`src/rtl/piece_pkg.sv`:
```
`default_nettype none
// +----------------------------------------------------------------------+
// | piece_pkg                                                            |
// | Command codes, FSM states and the piece shape offset table.          |
// | Revision: 1.0                                                        |
// +----------------------------------------------------------------------+
package piece_pkg;

    localparam logic [2:0] c_cmd_nop    = 3'd0;
    localparam logic [2:0] c_cmd_left   = 3'd1;
    localparam logic [2:0] c_cmd_right  = 3'd2;
    localparam logic [2:0] c_cmd_rotate = 3'd3;
    localparam logic [2:0] c_cmd_drop   = 3'd4;

    typedef enum logic [2:0] {
        ST_IDLE   = 3'd0,
        ST_ACTIVE = 3'd1,
        ST_EVAL   = 3'd2,
        ST_LOCK   = 3'd3,
        ST_OVER   = 3'd4
    } state_t;

    // One shape cell: valid bit, one-row-up offset, one-column-right offset.
    typedef struct packed {
        logic vld;
        logic up;
        logic rt;
    } cell_t;

    typedef cell_t [3:0] shape_t;

    localparam cell_t c_cell_none = 3'b000;
    localparam cell_t c_cell_00   = 3'b100;
    localparam cell_t c_cell_01   = 3'b101;
    localparam cell_t c_cell_10   = 3'b110;
    localparam cell_t c_cell_11   = 3'b111;

    function automatic shape_t shape_lookup(input logic [1:0] typ, input logic [1:0] rot);
        shape_t s;
        s = '0;
        case (typ)
            2'd0: s[0] = c_cell_00;
            2'd1: begin
                s[0] = c_cell_00;
                s[1] = rot[0] ? c_cell_01 : c_cell_10;
            end
            2'd2: s = {c_cell_11, c_cell_10, c_cell_01, c_cell_00};
            default: begin
                case (rot)
                    2'd0:    s = {c_cell_none, c_cell_10, c_cell_01, c_cell_00};
                    2'd1:    s = {c_cell_none, c_cell_11, c_cell_10, c_cell_00};
                    2'd2:    s = {c_cell_none, c_cell_11, c_cell_10, c_cell_01};
                    default: s = {c_cell_none, c_cell_11, c_cell_01, c_cell_00};
                endcase
            end
        endcase
        return s;
    endfunction

    function automatic logic is_move(input logic [2:0] c);
        return (c == c_cmd_left) || (c == c_cmd_right) ||
               (c == c_cmd_rotate) || (c == c_cmd_drop);
    endfunction

endpackage
`default_nettype wire

```
`src/rtl/piece_mover_if.sv`:
```
`default_nettype none
// +----------------------------------------------------------------------+
// | piece_mover_if                                                       |
// | Command handshake, board input and piece state outputs.              |
// | Revision: 1.0                                                        |
// +----------------------------------------------------------------------+
interface piece_mover_if #(
    parameter int COLS = 4,
    parameter int ROWS = 8
);
    localparam int RW = $clog2(ROWS);
    localparam int CW = $clog2(COLS);
    localparam int NB = COLS * ROWS;

    logic          spawn;
    logic [1:0]    spawn_type;
    logic          cmd_valid;
    logic [2:0]    cmd;
    logic          cmd_ready;
    logic [NB-1:0] board_in;
    logic [RW-1:0] piece_row;
    logic [CW-1:0] piece_col;
    logic [1:0]    piece_rot;
    logic [1:0]    piece_type;
    logic [NB-1:0] piece_mask;
    logic          active;
    logic          locked;
    logic          rejected;
    logic          game_over;

    modport master (
        output spawn, spawn_type, cmd_valid, cmd, board_in,
        input  cmd_ready, piece_row, piece_col, piece_rot, piece_type,
               piece_mask, active, locked, rejected, game_over
    );

    modport slave (
        input  spawn, spawn_type, cmd_valid, cmd, board_in,
        output cmd_ready, piece_row, piece_col, piece_rot, piece_type,
               piece_mask, active, locked, rejected, game_over
    );
endinterface
`default_nettype wire

```
`src/rtl/piece_shape.sv`:
```
`default_nettype none
// +----------------------------------------------------------------------+
// | piece_shape                                                          |
// | Combinational cell mask and out-of-bounds flag for a placed piece.   |
// | Revision: 1.0                                                        |
// +----------------------------------------------------------------------+
module piece_shape
    import piece_pkg::*;
#(
    parameter int COLS = 4,
    parameter int ROWS = 8,
    localparam int RW = $clog2(ROWS),
    localparam int CW = $clog2(COLS),
    localparam int NB = COLS * ROWS
) (
    input  logic [1:0]    i_type,
    input  logic [1:0]    i_rot,
    input  logic [RW:0]   i_row,
    input  logic [CW:0]   i_col,
    output logic [NB-1:0] o_mask,
    output logic          o_oob
);
    localparam logic [NB-1:0] c_one = {{(NB-1){1'b0}}, 1'b1};

    shape_t        w_shape;
    logic [RW:0]   w_cell_row [4];
    logic [CW+1:0] w_cell_col [4];
    logic [3:0]    w_cell_oob;
    int            w_idx      [4];

    assign w_shape = shape_lookup(i_type, i_rot);

    // Anchor is bottom-left, so an "up" offset moves toward row 0.
    always_comb begin
        o_mask = '0;
        for (int k = 0; k < 4; k++) begin
            w_cell_row[k] = i_row - {{RW{1'b0}}, w_shape[k].up};
            w_cell_col[k] = {1'b0, i_col} + {{(CW+1){1'b0}}, w_shape[k].rt};
            w_cell_oob[k] = w_shape[k].vld &
                            ((i_row < {{RW{1'b0}}, w_shape[k].up}) ||
                             (i_row > (RW+1)'(ROWS-1)) ||
                             (w_cell_col[k] > (CW+2)'(COLS-1)));
            w_idx[k]      = int'(w_cell_row[k]) * COLS + int'(w_cell_col[k]);
            if (w_shape[k].vld && !w_cell_oob[k]) begin
                o_mask = o_mask | (c_one << w_idx[k]);
            end
        end
        o_oob = |w_cell_oob;
    end

endmodule
`default_nettype wire

```
`src/rtl/piece_mover.sv`:
```
`default_nettype none
// +----------------------------------------------------------------------+
// | piece_mover                                                          |
// | Active-piece state machine: spawn, move, rotate, drop and lock.      |
// | Revision: 1.0                                                        |
// +----------------------------------------------------------------------+
module piece_mover
    import piece_pkg::*;
#(
    parameter int COLS      = 4,
    parameter int ROWS      = 8,
    parameter int SPAWN_COL = 1
) (
    input  logic         clka,
    input  logic         restart_n,
    piece_mover_if.slave bus
);
    localparam int RW = $clog2(ROWS);
    localparam int CW = $clog2(COLS);
    localparam int NB = COLS * ROWS;

    state_t        r_state, w_state_nxt;
    logic [RW-1:0] r_row, w_row_nxt;
    logic [CW-1:0] r_col, w_col_nxt;
    logic [1:0]    r_rot, w_rot_nxt;
    logic [1:0]    r_type, w_type_nxt;
    logic [NB-1:0] r_mask, w_mask_nxt;
    logic          r_active, w_active_nxt;
    logic          r_game_over, w_game_over_nxt;
    logic          r_locked, w_locked_nxt;
    logic          r_rejected, w_rejected_nxt;
    logic          r_cmd_ready, w_cmd_ready_nxt;

    logic [RW:0]   r_cand_row, w_cand_row_nxt;
    logic [CW:0]   r_cand_col, w_cand_col_nxt;
    logic [1:0]    r_cand_rot, w_cand_rot_nxt;
    logic [1:0]    r_cand_type, w_cand_type_nxt;
    logic          r_cand_force, w_cand_force_nxt;
    logic          r_cand_spawn, w_cand_spawn_nxt;
    logic [2:0]    r_cand_cmd, w_cand_cmd_nxt;

    logic [NB-1:0] w_cand_mask;
    logic          w_cand_oob;
    logic          w_blocked;

    piece_shape #(.COLS(COLS), .ROWS(ROWS)) u_cand_shape (
        .i_type (r_cand_type),
        .i_rot  (r_cand_rot),
        .i_row  (r_cand_row),
        .i_col  (r_cand_col),
        .o_mask (w_cand_mask),
        .o_oob  (w_cand_oob)
    );

    // A NOP re-commits the current position, so it can never be blocked.
    assign w_blocked = (r_cand_spawn | is_move(r_cand_cmd)) &
                       (r_cand_force | w_cand_oob | (|(w_cand_mask & bus.board_in)));

    always_comb begin
        w_state_nxt      = r_state;
        w_row_nxt        = r_row;
        w_col_nxt        = r_col;
        w_rot_nxt        = r_rot;
        w_type_nxt       = r_type;
        w_mask_nxt       = r_mask;
        w_active_nxt     = r_active;
        w_game_over_nxt  = r_game_over;
        w_locked_nxt     = 1'b0;
        w_rejected_nxt   = 1'b0;
        w_cand_row_nxt   = r_cand_row;
        w_cand_col_nxt   = r_cand_col;
        w_cand_rot_nxt   = r_cand_rot;
        w_cand_type_nxt  = r_cand_type;
        w_cand_force_nxt = r_cand_force;
        w_cand_spawn_nxt = r_cand_spawn;
        w_cand_cmd_nxt   = r_cand_cmd;

        case (r_state)
            ST_IDLE: begin
                if (bus.spawn) begin
                    w_cand_row_nxt   = (RW+1)'(1);
                    w_cand_col_nxt   = (CW+1)'(SPAWN_COL);
                    w_cand_rot_nxt   = 2'd0;
                    w_cand_type_nxt  = bus.spawn_type;
                    w_cand_force_nxt = 1'b0;
                    w_cand_spawn_nxt = 1'b1;
                    w_cand_cmd_nxt   = c_cmd_nop;
                    w_state_nxt      = ST_EVAL;
                end
            end
            ST_ACTIVE: begin
                if (bus.cmd_valid) begin
                    w_cand_row_nxt   = {1'b0, r_row};
                    w_cand_col_nxt   = {1'b0, r_col};
                    w_cand_rot_nxt   = r_rot;
                    w_cand_type_nxt  = r_type;
                    w_cand_force_nxt = 1'b0;
                    w_cand_spawn_nxt = 1'b0;
                    w_cand_cmd_nxt   = bus.cmd;
                    case (bus.cmd)
                        c_cmd_left: begin
                            w_cand_col_nxt   = {1'b0, r_col} - {{CW{1'b0}}, 1'b1};
                            w_cand_force_nxt = (r_col == '0);
                        end
                        c_cmd_right:  w_cand_col_nxt = {1'b0, r_col} + {{CW{1'b0}}, 1'b1};
                        c_cmd_rotate: w_cand_rot_nxt = r_rot + 2'd1;
                        c_cmd_drop:   w_cand_row_nxt = {1'b0, r_row} + {{RW{1'b0}}, 1'b1};
                        default: ;
                    endcase
                    w_state_nxt = ST_EVAL;
                end
            end
            ST_EVAL: begin
                if (!w_blocked) begin
                    w_row_nxt    = r_cand_row[RW-1:0];
                    w_col_nxt    = r_cand_col[CW-1:0];
                    w_rot_nxt    = r_cand_rot;
                    w_type_nxt   = r_cand_type;
                    w_mask_nxt   = w_cand_mask;
                    w_active_nxt = 1'b1;
                    w_state_nxt  = ST_ACTIVE;
                end else if (r_cand_spawn) begin
                    w_game_over_nxt = 1'b1;
                    w_state_nxt     = ST_OVER;
                end else if (r_cand_cmd == c_cmd_drop) begin
                    w_locked_nxt = 1'b1;
                    w_state_nxt  = ST_LOCK;
                end else begin
                    w_rejected_nxt = 1'b1;
                    w_state_nxt    = ST_ACTIVE;
                end
            end
            ST_LOCK: begin
                w_active_nxt = 1'b0;
                w_mask_nxt   = '0;
                w_state_nxt  = ST_IDLE;
            end
            ST_OVER: ;
            default: w_state_nxt = ST_IDLE;
        endcase

        w_cmd_ready_nxt = (w_state_nxt == ST_ACTIVE);
    end

    always_ff @(posedge clka) begin
        if (!restart_n) begin
            r_state      <= ST_IDLE;
            r_row        <= '0;
            r_col        <= '0;
            r_rot        <= '0;
            r_type       <= '0;
            r_mask       <= '0;
            r_active     <= 1'b0;
            r_game_over  <= 1'b0;
            r_locked     <= 1'b0;
            r_rejected   <= 1'b0;
            r_cmd_ready  <= 1'b0;
            r_cand_row   <= '0;
            r_cand_col   <= '0;
            r_cand_rot   <= '0;
            r_cand_type  <= '0;
            r_cand_force <= 1'b0;
            r_cand_spawn <= 1'b0;
            r_cand_cmd   <= c_cmd_nop;
        end else begin
            r_state      <= w_state_nxt;
            r_row        <= w_row_nxt;
            r_col        <= w_col_nxt;
            r_rot        <= w_rot_nxt;
            r_type       <= w_type_nxt;
            r_mask       <= w_mask_nxt;
            r_active     <= w_active_nxt;
            r_game_over  <= w_game_over_nxt;
            r_locked     <= w_locked_nxt;
            r_rejected   <= w_rejected_nxt;
            r_cmd_ready  <= w_cmd_ready_nxt;
            r_cand_row   <= w_cand_row_nxt;
            r_cand_col   <= w_cand_col_nxt;
            r_cand_rot   <= w_cand_rot_nxt;
            r_cand_type  <= w_cand_type_nxt;
            r_cand_force <= w_cand_force_nxt;
            r_cand_spawn <= w_cand_spawn_nxt;
            r_cand_cmd   <= w_cand_cmd_nxt;
        end
    end

    assign bus.piece_row  = r_row;
    assign bus.piece_col  = r_col;
    assign bus.piece_rot  = r_rot;
    assign bus.piece_type = r_type;
    assign bus.piece_mask = r_mask;
    assign bus.active     = r_active;
    assign bus.locked     = r_locked;
    assign bus.rejected   = r_rejected;
    assign bus.game_over  = r_game_over;
    assign bus.cmd_ready  = r_cmd_ready;

endmodule
`default_nettype wire

```
`src/flat_wrapper.sv`:
```
// flat-port wrapper written by rule: the top's interface ports become plain ports
module piece_mover_flat import piece_pkg::*;
#(
    parameter int COLS      = 4,
    parameter int ROWS      = 8,
    parameter int SPAWN_COL = 1
)
  (clka, restart_n, bus_spawn, bus_spawn_type, bus_cmd_valid, bus_cmd, bus_board_in, bus_cmd_ready, bus_piece_row, bus_piece_col, bus_piece_rot, bus_piece_type, bus_piece_mask, bus_active, bus_locked, bus_rejected, bus_game_over);
  piece_mover_if #(.COLS(COLS), .ROWS(ROWS)) bus_i ();
  input  logic clka;
  input  logic restart_n;
  input wire logic [$bits(bus_i.spawn)-1:0] bus_spawn;
  input wire logic [$bits(bus_i.spawn_type)-1:0] bus_spawn_type;
  input wire logic [$bits(bus_i.cmd_valid)-1:0] bus_cmd_valid;
  input wire logic [$bits(bus_i.cmd)-1:0] bus_cmd;
  input wire logic [$bits(bus_i.board_in)-1:0] bus_board_in;
  output wire logic [$bits(bus_i.cmd_ready)-1:0] bus_cmd_ready;
  output wire logic [$bits(bus_i.piece_row)-1:0] bus_piece_row;
  output wire logic [$bits(bus_i.piece_col)-1:0] bus_piece_col;
  output wire logic [$bits(bus_i.piece_rot)-1:0] bus_piece_rot;
  output wire logic [$bits(bus_i.piece_type)-1:0] bus_piece_type;
  output wire logic [$bits(bus_i.piece_mask)-1:0] bus_piece_mask;
  output wire logic [$bits(bus_i.active)-1:0] bus_active;
  output wire logic [$bits(bus_i.locked)-1:0] bus_locked;
  output wire logic [$bits(bus_i.rejected)-1:0] bus_rejected;
  output wire logic [$bits(bus_i.game_over)-1:0] bus_game_over;
  assign bus_i.spawn = bus_spawn;
  assign bus_i.spawn_type = bus_spawn_type;
  assign bus_i.cmd_valid = bus_cmd_valid;
  assign bus_i.cmd = bus_cmd;
  assign bus_i.board_in = bus_board_in;
  assign bus_cmd_ready = bus_i.cmd_ready;
  assign bus_piece_row = bus_i.piece_row;
  assign bus_piece_col = bus_i.piece_col;
  assign bus_piece_rot = bus_i.piece_rot;
  assign bus_piece_type = bus_i.piece_type;
  assign bus_piece_mask = bus_i.piece_mask;
  assign bus_active = bus_i.active;
  assign bus_locked = bus_i.locked;
  assign bus_rejected = bus_i.rejected;
  assign bus_game_over = bus_i.game_over;
  piece_mover #(.COLS(COLS), .ROWS(ROWS), .SPAWN_COL(SPAWN_COL)) u_core (.clka(clka), .restart_n(restart_n), .bus(bus_i));
endmodule
```
`config.mk`:
```
export PLATFORM = sky130hd
export DESIGN_NAME = piece_mover_flat
export DESIGN_NICKNAME = d
export VERILOG_FILES = /design/src/rtl/piece_pkg.sv /design/src/rtl/piece_mover_if.sv /design/src/rtl/piece_shape.sv /design/src/rtl/piece_mover.sv /design/src/flat_wrapper.sv
export SDC_FILE = /design/constraint.sdc
export NUM_CORES = 1
export LEC_CHECK = 0
export CORE_MARGIN = 4
export CORE_UTILIZATION = 35
export CTS_BUF_LIST = sky130_fd_sc_hd__clkbuf_4 sky130_fd_sc_hd__clkbuf_8
export DETAILED_ROUTE_END_ITERATION = 8
export HOLD_SLACK_MARGIN = 0.06
export PLACE_DENSITY = 0.56
export SLEW_MARGIN = 5
export SYNTH_ARGS = -nofsm -noshare
export SYNTH_HDL_FRONTEND = slang
export SYNTH_SLANG_ARGS = --single-unit
export TNS_END_PERCENT = 5
```
`constraint.sdc`:
```
create_clock -name clka -period 5.1 [get_ports clka]
set_input_delay 1.02 -clock clka [delete_from_list [all_inputs] [get_ports clka]]
set_output_delay 1.02 -clock clka [all_outputs]
set_load 0.01 [all_outputs]
```
==> flow_summary.json <==
{
  "tightest_slew_ns": 1.17,
  "drive_gt1_share_pct": 21.2,
  "power.density_nw_per_um2": 203,
  "fp.dieH_um": 136,
  "hold_buffers": 0,
  "place.gp.congestion": 1.09,
  "rows": 46,
  "gr-total-overflow": 0,
  "drc": 0,
  "grt_pass1_vias": 6949,
  "critPathRequiredTime_ns": 5.40,
  "dr_total_vias": 7102,
  "avgSynthCellArea_um2": 7.27,
  "drt-wirelength-per-cell_um": 22.8,
  "end_kind": "flip-flop",
  "hold_class": "reg2reg",
  "ctsLongestPathBuffers": 2,
  "htreeDepth": 3,
  "area_growth_syn_to_layout_pct": 41.4,
  "ys_types": 75,
  "p_leak_nw": 2.94,
  "status": "finished, final reports clean",
  "synth_cells": 783,
  "fmax_mhz": 202,
  "cts_sinks": 65,
  "final_common_cell": "buf_4",
  "tns_ns": 0,
  "clock_skew_ns": 0.0162,
  "start_util_pct": 35.8,
  "die_w_um": 136,
  "fin_ws_ns": 0.152,
  "start_kind": "flip-flop",
  "dp_slack_ns": -0.324,
  "syn_nets": 854,
  "top_layer_used": "met4",
  "path_clk_slew_ns": 0.07,
  "final_nets": 1017,
  "fin_crit_ns": 4.95,
  "cts_made_buffers": 9,
  "netlist_area_um2": 5690,
  "dpl.hpwl_um": 21000,
  "grt_max_degree": 33,
  "core-area_um2": 15900,
  "maxCapViolCount": 0,
  "track_usage_pct": 28.3,
  "setup_viol": 0,
  "dr_wl_met3_um": 2240,
  "synth_ff_type": "dfxtp_1",
  "critPathKind": "reg2reg",
  "post-route-util_pct": 50.7,
  "drt_iter0_markers": 647,
  "async_flop_share_pct": 0,
  "cts-root-buf": "clkbuf_8",
  "vias_per_cell": 6.09,
  "dr_wl_met2_um": 12000,
  "hold_path_depth": 2,
  "dieArea_um2": 18400,
  "hold_viol_final": 0,
  "antenna_found_initial": 0,
  "wirelength_met1_um": 11400,
  "drt-total-wl_um": 26600,
  "arrival_ns": 5.24,
  "synth_warnings": 0,
  "worst-path-max-fanout": 8,
  "io_buffers": 86,
  "layout_common_cells": "buf_4 (108), clkdlybuf4s50_1 (86), nand2_1 (80)",
  "clk_latency_ns": 0.37,
  "cts_tree": "done",
  "finalMaxSlewViolations": 0,
  "ys_seq_area_share_pct": 22.9,
  "ant_nets": 0,
  "finalCritPeriodShare_pct": 97.0,
  "num_io_pins": 87,
  "worst_r2r_path_depth": 21,
  "dr.pass1.iters": 7,
  "n_antenna_cell": 0,
  "relSlewSlack_pct": 22.2,
  "ys_seq_elements": 65,
  "grt_pass1_wl_um": 40000,
  "synth_edf_count": 0,
  "peakVddDrop_mv": 0.192
}
==> final cells by class <==
class	count	area, µm²
sequential	65	1310
fill	1583	7840
inverter	31	116
multi-input combinational	636	4310
timing repair buffer	203	1860
clock buffer	11	145
clock inverter	5	41.3
tap	216	270
==> flip-flops by register name (all words and copies together), names as in the netlist, 2 cells and up <==
register               count
u_core.bus.piece_col       2
u_core.bus.piece_mask     32
u_core.bus.piece_rot       2
u_core.bus.piece_row       3
u_core.bus.piece_type      2
u_core.r_cand_cmd          3
u_core.r_cand_col          3
u_core.r_cand_rot          2
u_core.r_cand_row          4
u_core.r_cand_type         2
u_core.r_state             3
==> path summary, 6_finish.rpt <==
| kind | from | end | slack (ns) |
|---|---|---|---|
| max reg2reg | u_core.r_cand_type[1]$_SDFFE_PN0P_ | u_core.bus.piece_mask[14]$_SDFFE_PN0P_ | 0.15 |
| min reg2reg | u_core.bus.game_over$_SDFFE_PN0P_ | u_core.bus.game_over$_SDFFE_PN0P_ | 0.45 |
| max | u_core.r_cand_type[1]$_SDFFE_PN0P_ | u_core.bus.piece_mask[14]$_SDFFE_PN0P_ | 0.15 |
| min | u_core.bus.game_over$_SDFFE_PN0P_ | u_core.bus.game_over$_SDFFE_PN0P_ | 0.45 |
==> critical path, cell delays in order (launching register included) <==
cell and delay [ns]:
dfxtp_2 0.38, nor2b_4 0.18, ha_2 0.20, ha_1 0.18, xor2_1 0.21, ha_1 0.22, inv_1 0.07, fa_1 0.40
or4b_4 0.52, o211ai_1 0.14, buf_4 0.18, o22ai_1 0.09, or2_2 0.34, a2111oi_4 0.42, nand4_1 0.22, buf_4 0.20
o41ai_4 0.28, buf_6 0.20, buf_12 0.13, buf_16 0.12, nand3_2 0.07, o21ai_1 0.12
==> logic make-up (layout without fill, tap and decap cells) <==
group / count (synthesis) / count (layout) / synth area share, %
muxes: 6 / 6 / 1.08
xor gates and xnor gates: 26 / 26 / 4.40
AOI/OAI and AO/OA: 225 / 225 / 27.1
buffers and inverters: 82 / 250 / 6.09
adders and majority gates: 30 / 30 / 7.25
and+or+nand+nor: 349 / 349 / 31.3
DFF: 65 / 65 / 22.9
==> per-stage QoR <==
step           hold WS, ns  total power, mW  instance area (µm²)  std cells
3_5_place_dp         0.443             1.13                 7400       1138
4_1_cts              0.456             1.57                 7690       1157
2_1_floorplan        0.448            0.861                 5690        783
6_report             0.452             1.63                 8050       1167
5_1_grt              0.470             1.71                 8050       1167
3_3_place_gp         0.438             1.13                 7400       1138
==> layer usage <==
metal / up-vias / global-route usage [%]
li1: 3255 / -
met1: 3368 / 38.1
met2: 403 / 44.1
met3: 76 / 6.05
met4: 0 / 11.5
met5: - / 0
==> repair_timing <==
| action | in CTS | in global routing |
|---|---|---|
| cloned | 1 | 3 |
| setup endpoints to repair | 49 | 49 |
| pin swaps | 2 | 19 |
| resized for setup | 10 | 64 |
| buffers inserted | 2 | 7 |
==> where the power goes <==
part | switching (mW) | internal [mW] | total (mW)
Sequential | 0.0203 | 0.528 | 0.549
Clock | 0.220 | 0.197 | 0.417
Combinational | 0.376 | 0.289 | 0.665
Total | 0.616 | 1.01 | 1.63
==> synth_stat cells (4+ instances only) <==
cell,number,share of area [%]
or3_1,13,1.4
a211oi_1,4,0.53
and2_1,11,1.2
a22oi_1,8,1.1
nand2b_1,11,1.2
o211ai_1,20,2.6
nor3b_1,9,1.2
or4_1,6,0.79
nand3_1,56,4.9
o21ai_0,48,4.2
ha_1,25,5.5
inv_1,29,1.9
xnor2_1,14,2.2
o21ai_1,9,0.79
a32oi_1,6,0.92
a21oi_1,32,2.8
nand2_1,80,5.3
buf_2,7,0.62
o22ai_1,22,2.4
buf_4,4,0.53
o221ai_1,9,1.4
nor2b_1,16,1.8
fa_1,5,1.8
xor2_1,9,1.4
o211a_1,7,1.2
o31ai_1,4,0.53
mux2i_1,5,0.88
o21a_1,4,0.53
dfxtp_1,65,23
and3_1,10,1.1
nor3_1,27,2.4
nand4_1,13,1.4
or2_2,5,0.55
nand3b_1,6,0.79
a31oi_1,15,1.6
nor2_1,67,4.4
o311ai_1,4,0.62
clkbuf_1,37,2.4
nor4_1,5,0.55
Power figures use the tool's default switching activity.
